==> src/rtl/fetch_stage_pkg.sv <==
// -----------------------------------------------------------------------------
// Shared types for the instruction-fetch stage.
//   common : machine word types and the instruction size in bytes.
//   pipes  : F/D pipeline register layout and the fetch FSM state encoding.
// No ports; imported by pc_reg and fetch_stage.
// -----------------------------------------------------------------------------
package common;
  typedef logic [63:0] u64;
  typedef logic [31:0] u32;

  localparam int PC_INSTR_BYTES = 4;
endpackage

package pipes;
  import common::*;

  // F/D register consumed by decode.
  typedef struct packed {
    logic valid;
    u64   pc;
    u32   raw_instr;
  } fetch_data_t;

  typedef enum logic [1:0] {
    IDLE  = 2'd0,
    FETCH = 2'd1,
    DROP  = 2'd2,
    HOLD  = 2'd3
  } fetch_state_t;
endpackage

==> src/rtl/fetch_stage_pc_reg.sv <==
// -----------------------------------------------------------------------------
// pc_reg: program counter plus the address of a squashed, still-outstanding
// request.
// Ports:
//   clk, reset        clock, synchronous active-high reset
//   i_redirect_valid  load i_redirect_pc into pc (beats increment)
//   i_redirect_pc     redirect target
//   i_advance         pc <= pc + 4
//   i_park            remember the current pc as the outstanding request
//                     address (request squashed before its response arrived)
//   o_pc              current fetch PC
//   o_drop_addr       address still on the bus while the squashed request
//                     drains
// -----------------------------------------------------------------------------
module pc_reg
  import common::*;
#(
  parameter u64 PC_RESET = 64'h0000_0000_8000_0000
) (
  input  logic clk,
  input  logic reset,
  input  logic i_redirect_valid,
  input  u64   i_redirect_pc,
  input  logic i_advance,
  input  logic i_park,
  output u64   o_pc,
  output u64   o_drop_addr
);

  u64 r_pc;
  u64 r_drop_addr;

  always_ff @(posedge clk) begin
    if (reset) begin
      r_pc        <= PC_RESET;
      r_drop_addr <= '0;
    end else begin
      // pc moves to the new target immediately, so the bus address of the
      // abandoned request has to be kept aside until its response shows up.
      if (i_park) begin
        r_drop_addr <= r_pc;
      end
      if (i_redirect_valid) begin
        r_pc <= i_redirect_pc;
      end else if (i_advance) begin
        r_pc <= r_pc + u64'(PC_INSTR_BYTES);
      end
    end
  end

  assign o_pc        = r_pc;
  assign o_drop_addr = r_drop_addr;

endmodule

==> src/rtl/fetch_stage.sv <==
// -----------------------------------------------------------------------------
// fetch_stage: instruction fetch, single outstanding hold-until-done request,
// fills the F/D register consumed by decode.
// Ports:
//   clk, reset                  clock, synchronous active-high reset
//   ireq_valid, ireq_addr       instruction bus request
//   iresp_data_ok, iresp_data   response, completes the outstanding request
//   stall                       decode cannot take the F/D register
//   redirect_valid, redirect_pc control-flow redirect from execute
//   dataF_valid/pc/raw_instr    F/D register contents
// -----------------------------------------------------------------------------
module fetch_stage
  import common::*;
  import pipes::*;
#(
  parameter u64 PC_RESET = 64'h0000_0000_8000_0000
) (
  input  logic clk,
  input  logic reset,
  output logic ireq_valid,
  output u64   ireq_addr,
  input  logic iresp_data_ok,
  input  u32   iresp_data,
  input  logic stall,
  input  logic redirect_valid,
  input  u64   redirect_pc,
  output logic dataF_valid,
  output u64   dataF_pc,
  output u32   dataF_raw_instr
);

  fetch_state_t r_state;
  fetch_state_t w_state_next;
  fetch_data_t  r_fd;
  u64           w_pc;
  u64           w_drop_addr;
  logic         w_capture;
  logic         w_park;

  // A response is kept only if nothing squashed it in the same cycle.
  assign w_capture = (r_state == FETCH) && iresp_data_ok && !redirect_valid;
  // Squashed before the response: the request must drain in DROP.
  assign w_park    = (r_state == FETCH) && redirect_valid && !iresp_data_ok;

  pc_reg #(
    .PC_RESET(PC_RESET)
  ) u_pc_reg (
    .clk             (clk),
    .reset           (reset),
    .i_redirect_valid(redirect_valid),
    .i_redirect_pc   (redirect_pc),
    .i_advance       (w_capture),
    .i_park          (w_park),
    .o_pc            (w_pc),
    .o_drop_addr     (w_drop_addr)
  );

  always_comb begin
    w_state_next = r_state;
    case (r_state)
      IDLE: w_state_next = FETCH;
      FETCH: begin
        if (redirect_valid) begin
          w_state_next = iresp_data_ok ? FETCH : DROP;
        end else if (iresp_data_ok) begin
          w_state_next = HOLD;
        end
      end
      DROP: begin
        if (iresp_data_ok) begin
          w_state_next = FETCH;
        end
      end
      HOLD: begin
        // Redirect beats stall: the held instruction is on a dead path.
        if (redirect_valid || !stall) begin
          w_state_next = FETCH;
        end
      end
      default: w_state_next = IDLE;
    endcase
  end

  always_ff @(posedge clk) begin
    if (reset) begin
      r_state <= IDLE;
      r_fd    <= '0;
    end else begin
      r_state <= w_state_next;
      if (redirect_valid) begin
        r_fd.valid <= 1'b0;
      end else if (w_capture) begin
        r_fd <= '{valid: 1'b1, pc: w_pc, raw_instr: iresp_data};
      end else if ((r_state == HOLD) && !stall) begin
        r_fd.valid <= 1'b0;
      end
    end
  end

  assign ireq_valid      = (r_state == FETCH) || (r_state == DROP);
  assign ireq_addr       = (r_state == DROP) ? w_drop_addr : w_pc;
  assign dataF_valid     = r_fd.valid;
  assign dataF_pc        = r_fd.pc;
  assign dataF_raw_instr = r_fd.raw_instr;

endmodule

==> config.mk <==
export PLATFORM = sky130hd
export DESIGN_NAME = fetch_stage
export DESIGN_NICKNAME = d
export VERILOG_FILES = /design/src/rtl/fetch_stage_pkg.sv /design/src/rtl/fetch_stage_pc_reg.sv /design/src/rtl/fetch_stage.sv
export SDC_FILE = /design/constraint.sdc
export NUM_CORES = 1
export LEC_CHECK = 0
export BUFFER_PORTS_ARGS = -buffer_cell sky130_fd_sc_hd__buf_2
export CORE_MARGIN = 2
export CORE_UTILIZATION = 58
export CTS_CLUSTER_SIZE = 16
export DETAILED_ROUTE_END_ITERATION = 12
export PLACE_DENSITY = 0.92
export SLEW_MARGIN = 5
export SYNTH_ARGS = -nofsm -noshare
export SYNTH_HDL_FRONTEND = slang
export SYNTH_SLANG_ARGS = --single-unit
export TNS_END_PERCENT = 1
==> constraint.sdc <==
create_clock -name clk -period 7.4 [get_ports clk]
set_clock_uncertainty 0.05 [all_clocks]
set_input_delay 1.11 -clock clk [delete_from_list [all_inputs] [get_ports clk]]
set_output_delay 1.11 -clock clk [all_outputs]
set_load 0.02 [all_outputs]
==> flow_summary_export.csv <==
group,metric,value,unit
placement,port-buffer-count,262,
clocking,htree_levels,1,
global_route,grt_pass1_vias,9593,
setup_path,path_cells,"buf_2, and3b_4, nand4_1, or4b_2, a31oi_1",
clocking,postCtsSetupBuffers,0,
global_route,grtUsageMet1,40.3,%
setup_path,start_kind,"input port",
setup_path,critPathCaptureType,"register",
global_route,grt-busiest-layer,"met2",
synth,ys_ff_latch,227,
placement,dp_cells,1708,
detailed_routing,drtPass1Iterations,7,
floorplanning,die_w,138,um
placement,hpwl,20.2,mm
timing,fmax,276,MHz
timing,period_share,49.0,%
timing,hold_violations,0,
clocking,cts.reportedPaths.clkPinSlew,0.06,ns
timing,finalMaxSlewViolations,0,
worst_hold_path,worstHoldEndpoint,"dataF_pc[31]$_SDFFE_PP0P_",
setup_path,crit_path_max_incr_delay,1.27,ns
worst_hold_path,min_path_type,"reg -> reg",
final_layout,multiInputGateArea,5390,um2
setup_path,crit_path_top_delay_cell,"and3b_4",
synth,syn_avg_cell_area,7.80,um2
floorplanning,io_pins,263,
clocking,cts_max_path_buffers,3,
job,cap_violations,0,
detailed_routing,viasPerCell,6.01,
power,power_density,231,nW/um2
clocking,clk_latency,0.52,ns
global_route,antenna_found_initial,2,
power,p_leak,4.86,nW
setup_path,crit_path_start,"redirect_valid",
timing,relSlewSlack,15.7,%
timing,grt_setup_unrepaired,"no",
clocking,cts_resized,0,
clocking,ctsHoldBuffers,0,
synth,ys_types,54,
setup_path,worstPathRequired,7.78,ns
setup_path,critPathTopFamily,"simple AND/OR/NAND/NOR gates",
clocking,tritoncts,"yes",
run_status,status,"completed",
floorplanning,die_area,19000,um2
final_layout,final_area,12400,um2
timing,finalSetupTns,0,ns
setup_path,crit_buf_inv,1,
setup_path,r2r_cells,6,
floorplanning,fp.coreArea,17400,um2
timing,finalSetupViolCount,0,
synth,synth_cells,1334,
synth,synth_edf_count,0,
setup_path,r2r-start,"r_state[1]$_SDFFE_PP0P_",
global_route,grt_max_degree,150,
global_route,grt_usage,30.8,%
synth,async_flop_share,0,%
worst_hold_path,hp-start,"dataF_pc[31]$_SDFFE_PP0P_",
power,vdd_drop_max,0.195,mV
global_route,met3_usage,4.28,%
placement,place_area,11600,um2
setup_path,cp_data_arrival_time,4.00,ns
detailed_routing,ant_nets,0,
setup_path,r2r_end,"u_pc_reg.o_pc[22]$_SDFFE_PP0N_",
floorplanning,row_count,48,
synth,seq_area_frac_synth,43.7,%
final_layout,instances_no_fill,1753,
detailed_routing,drtIter0Drc,1134,
detailed_routing,dr_total_vias,10537,
floorplanning,die_h,138,um
detailed_routing,drcViolationCount,0,
global_route,grt_overflow,0,
synth,syn-num-nets,1439,
detailed_routing,wirelength,30.9,mm
final_layout,n_fill_cell,1371,
detailed_routing,wire_per_inst,17.6,um
global_route,grt_pass1_wl,47.5,mm
final_layout,nets,1614,
final_layout,drive_gt1_share,25.0,%
setup_path,ff2ff_setup_slack,4.09,ns
clocking,cts_sinks,227,
setup_path,cp_max_fo,98,
final_layout,seqCellArea,4540,um2
timing,fin_crit,3.63,ns
synth,yosys_warnings,0,
floorplanning,initial_utilization,59.7,%
timing,holdWs,0.399,ns
global_route,met2_usage,51.7,%
timing,worstMarginPinSlew,1.26,ns
clocking,cts_made_buffers,24,
worst_hold_path,whs_path_depth,2,
synth,syn-cell-area,10400,um2
clocking,ctsRootBufferMaster,"clkbuf_16",
synth,synth_ff_type,"dfxtp_1",
final_layout,area_growth,19.7,%
setup_path,crit_type,"in -> reg",
placement,place_congestion,0.925,
state kept, by name, indices dropped and copies added (netlist names):
register              flops
dataF_pc                 64
u_pc_reg.o_pc            64
dataF_raw_instr          32
u_pc_reg.o_drop_addr     64
r_state                   2
dataF_valid               1
area by class of cell:
| class | instances | area share, % |
|---|---|---|
| Sequential cell | 227 | 36.5 |
| Clock inverter | 7 | 0.814 |
| Multi-Input combinational cell | 975 | 43.3 |
| Timing Repair Buffer | 268 | 10.9 |
| Inverter | 13 | 0.392 |
| Tap cell | 225 | 2.26 |
| Antenna cell | 2 | 0.0402 |
| Clock buffer | 36 | 5.75 |
placed cells by master (no fill, tap or decap), types with 15 or more instances in the layout:
cell,count
nand2_1,366
or4_1,16
and3_1,16
nor2_1,70
nand4_1,36
mux2_2,60
nand3_1,32
xnor2_1,16
dfxtp_1,227
a211oi_1,22
nor4_1,15
buf_2,261
a21oi_1,177
clkbuf_16,24
per-stage QoR:
| stage | total power [mW] | util (%) | worst slack, ns |
|---|---|---|---|
| floorplan | 1.54 | - | 4.39 |
| global placement | 1.65 | 66.7 | 3.39 |
| detailed placement | 1.66 | 66.7 | 3.33 |
| CTS | 2.87 | 71.4 | 3.80 |
| global route | 2.96 | 71.5 | 3.56 |
| finish | 2.87 | 71.5 | 3.77 |
per-layer routing:
| layer | part of all wire (%) | up-vias |
|---|---|---|
| met3 | 8.7 | 108 |
| li1 | - | 4951 |
| met2 | 48 | 572 |
| met1 | 40 | 4906 |
| met4 | 3.7 | 0 |
| met5 | 0 | - |
cells in the mapped netlist, types with 2 or more instances:
master,number,share of area (%)
nor2_1,71,2.6
o211ai_1,6,0.43
or2_2,2,0.12
and2_1,5,0.30
a2111oi_1,2,0.19
buf_1,14,0.51
nor3b_1,5,0.36
nor2b_1,2,0.12
a21oi_1,177,8.5
a2111oi_0,2,0.17
o21ai_0,13,0.63
nor4_1,15,0.90
or3_1,13,0.78
nand3_1,34,1.6
o31ai_1,10,0.72
mux2i_1,6,0.58
buf_2,7,0.34
a311oi_1,13,1.1
inv_1,13,0.47
mux2_2,60,6.5
nand2_1,366,13
and4_1,12,1.0
xor2_1,12,1.0
clkbuf_2,3,0.14
dfxtp_1,227,44
o311ai_0,2,0.17
a211oi_1,22,1.6
nand2b_1,2,0.12
ha_1,4,0.48
and3_1,16,0.96
clkbuf_1,95,3.4
xnor2_1,16,1.3
nand4_1,36,2.2
nand4b_1,2,0.17
nor3_1,10,0.48
or4_1,16,1.2
a31oi_1,6,0.36
cells by family (layout without fill, tap and decap cells):
family,Yosys count,count (layout),synth area share (%)
DFF,227,227,43.7
other,0,2,0
adders and majority gates,4,4,0.481
AOI/OAI and AO/OA,259,259,14.4
xor gates and xnor gates,28,28,2.36
muxes,66,66,7.08
buffers and inverters,132,324,4.89
and+or+nand+nor,618,618,27.1
where the power goes:
part           internal (mW)  switching (mW)  leakage [nW]
logic                  0.114           0.196          2.62
clock network          0.738           0.493         0.395
registers               1.27          0.0652          1.85
worst max path at each step:
| stage | end | depth (start not counted) |
|---|---|---|
| floorplan | u_pc_reg.o_pc[57]$_SDFFE_PP0N_ | 7 |
| global placement | u_pc_reg.o_pc[22]$_SDFFE_PP0N_ | 5 |
| detailed placement | u_pc_reg.o_pc[22]$_SDFFE_PP0N_ | 5 |
| CTS | u_pc_reg.o_pc[22]$_SDFFE_PP0N_ | 5 |
| global route | u_pc_reg.o_pc[22]$_SDFFE_PP0N_ | 5 |
| finish | u_pc_reg.o_pc[22]$_SDFFE_PP0N_ | 5 |
worst reg2reg max path: stages (launching register included):
cell and delay [ns]:
dfxtp_1 0.36, inv_1 0.07, ha_1 0.44, and3b_4 1.09, nand4_1 0.28, or4b_2 0.69, a31oi_1 0.23
Power figures use the tool's default switching activity.
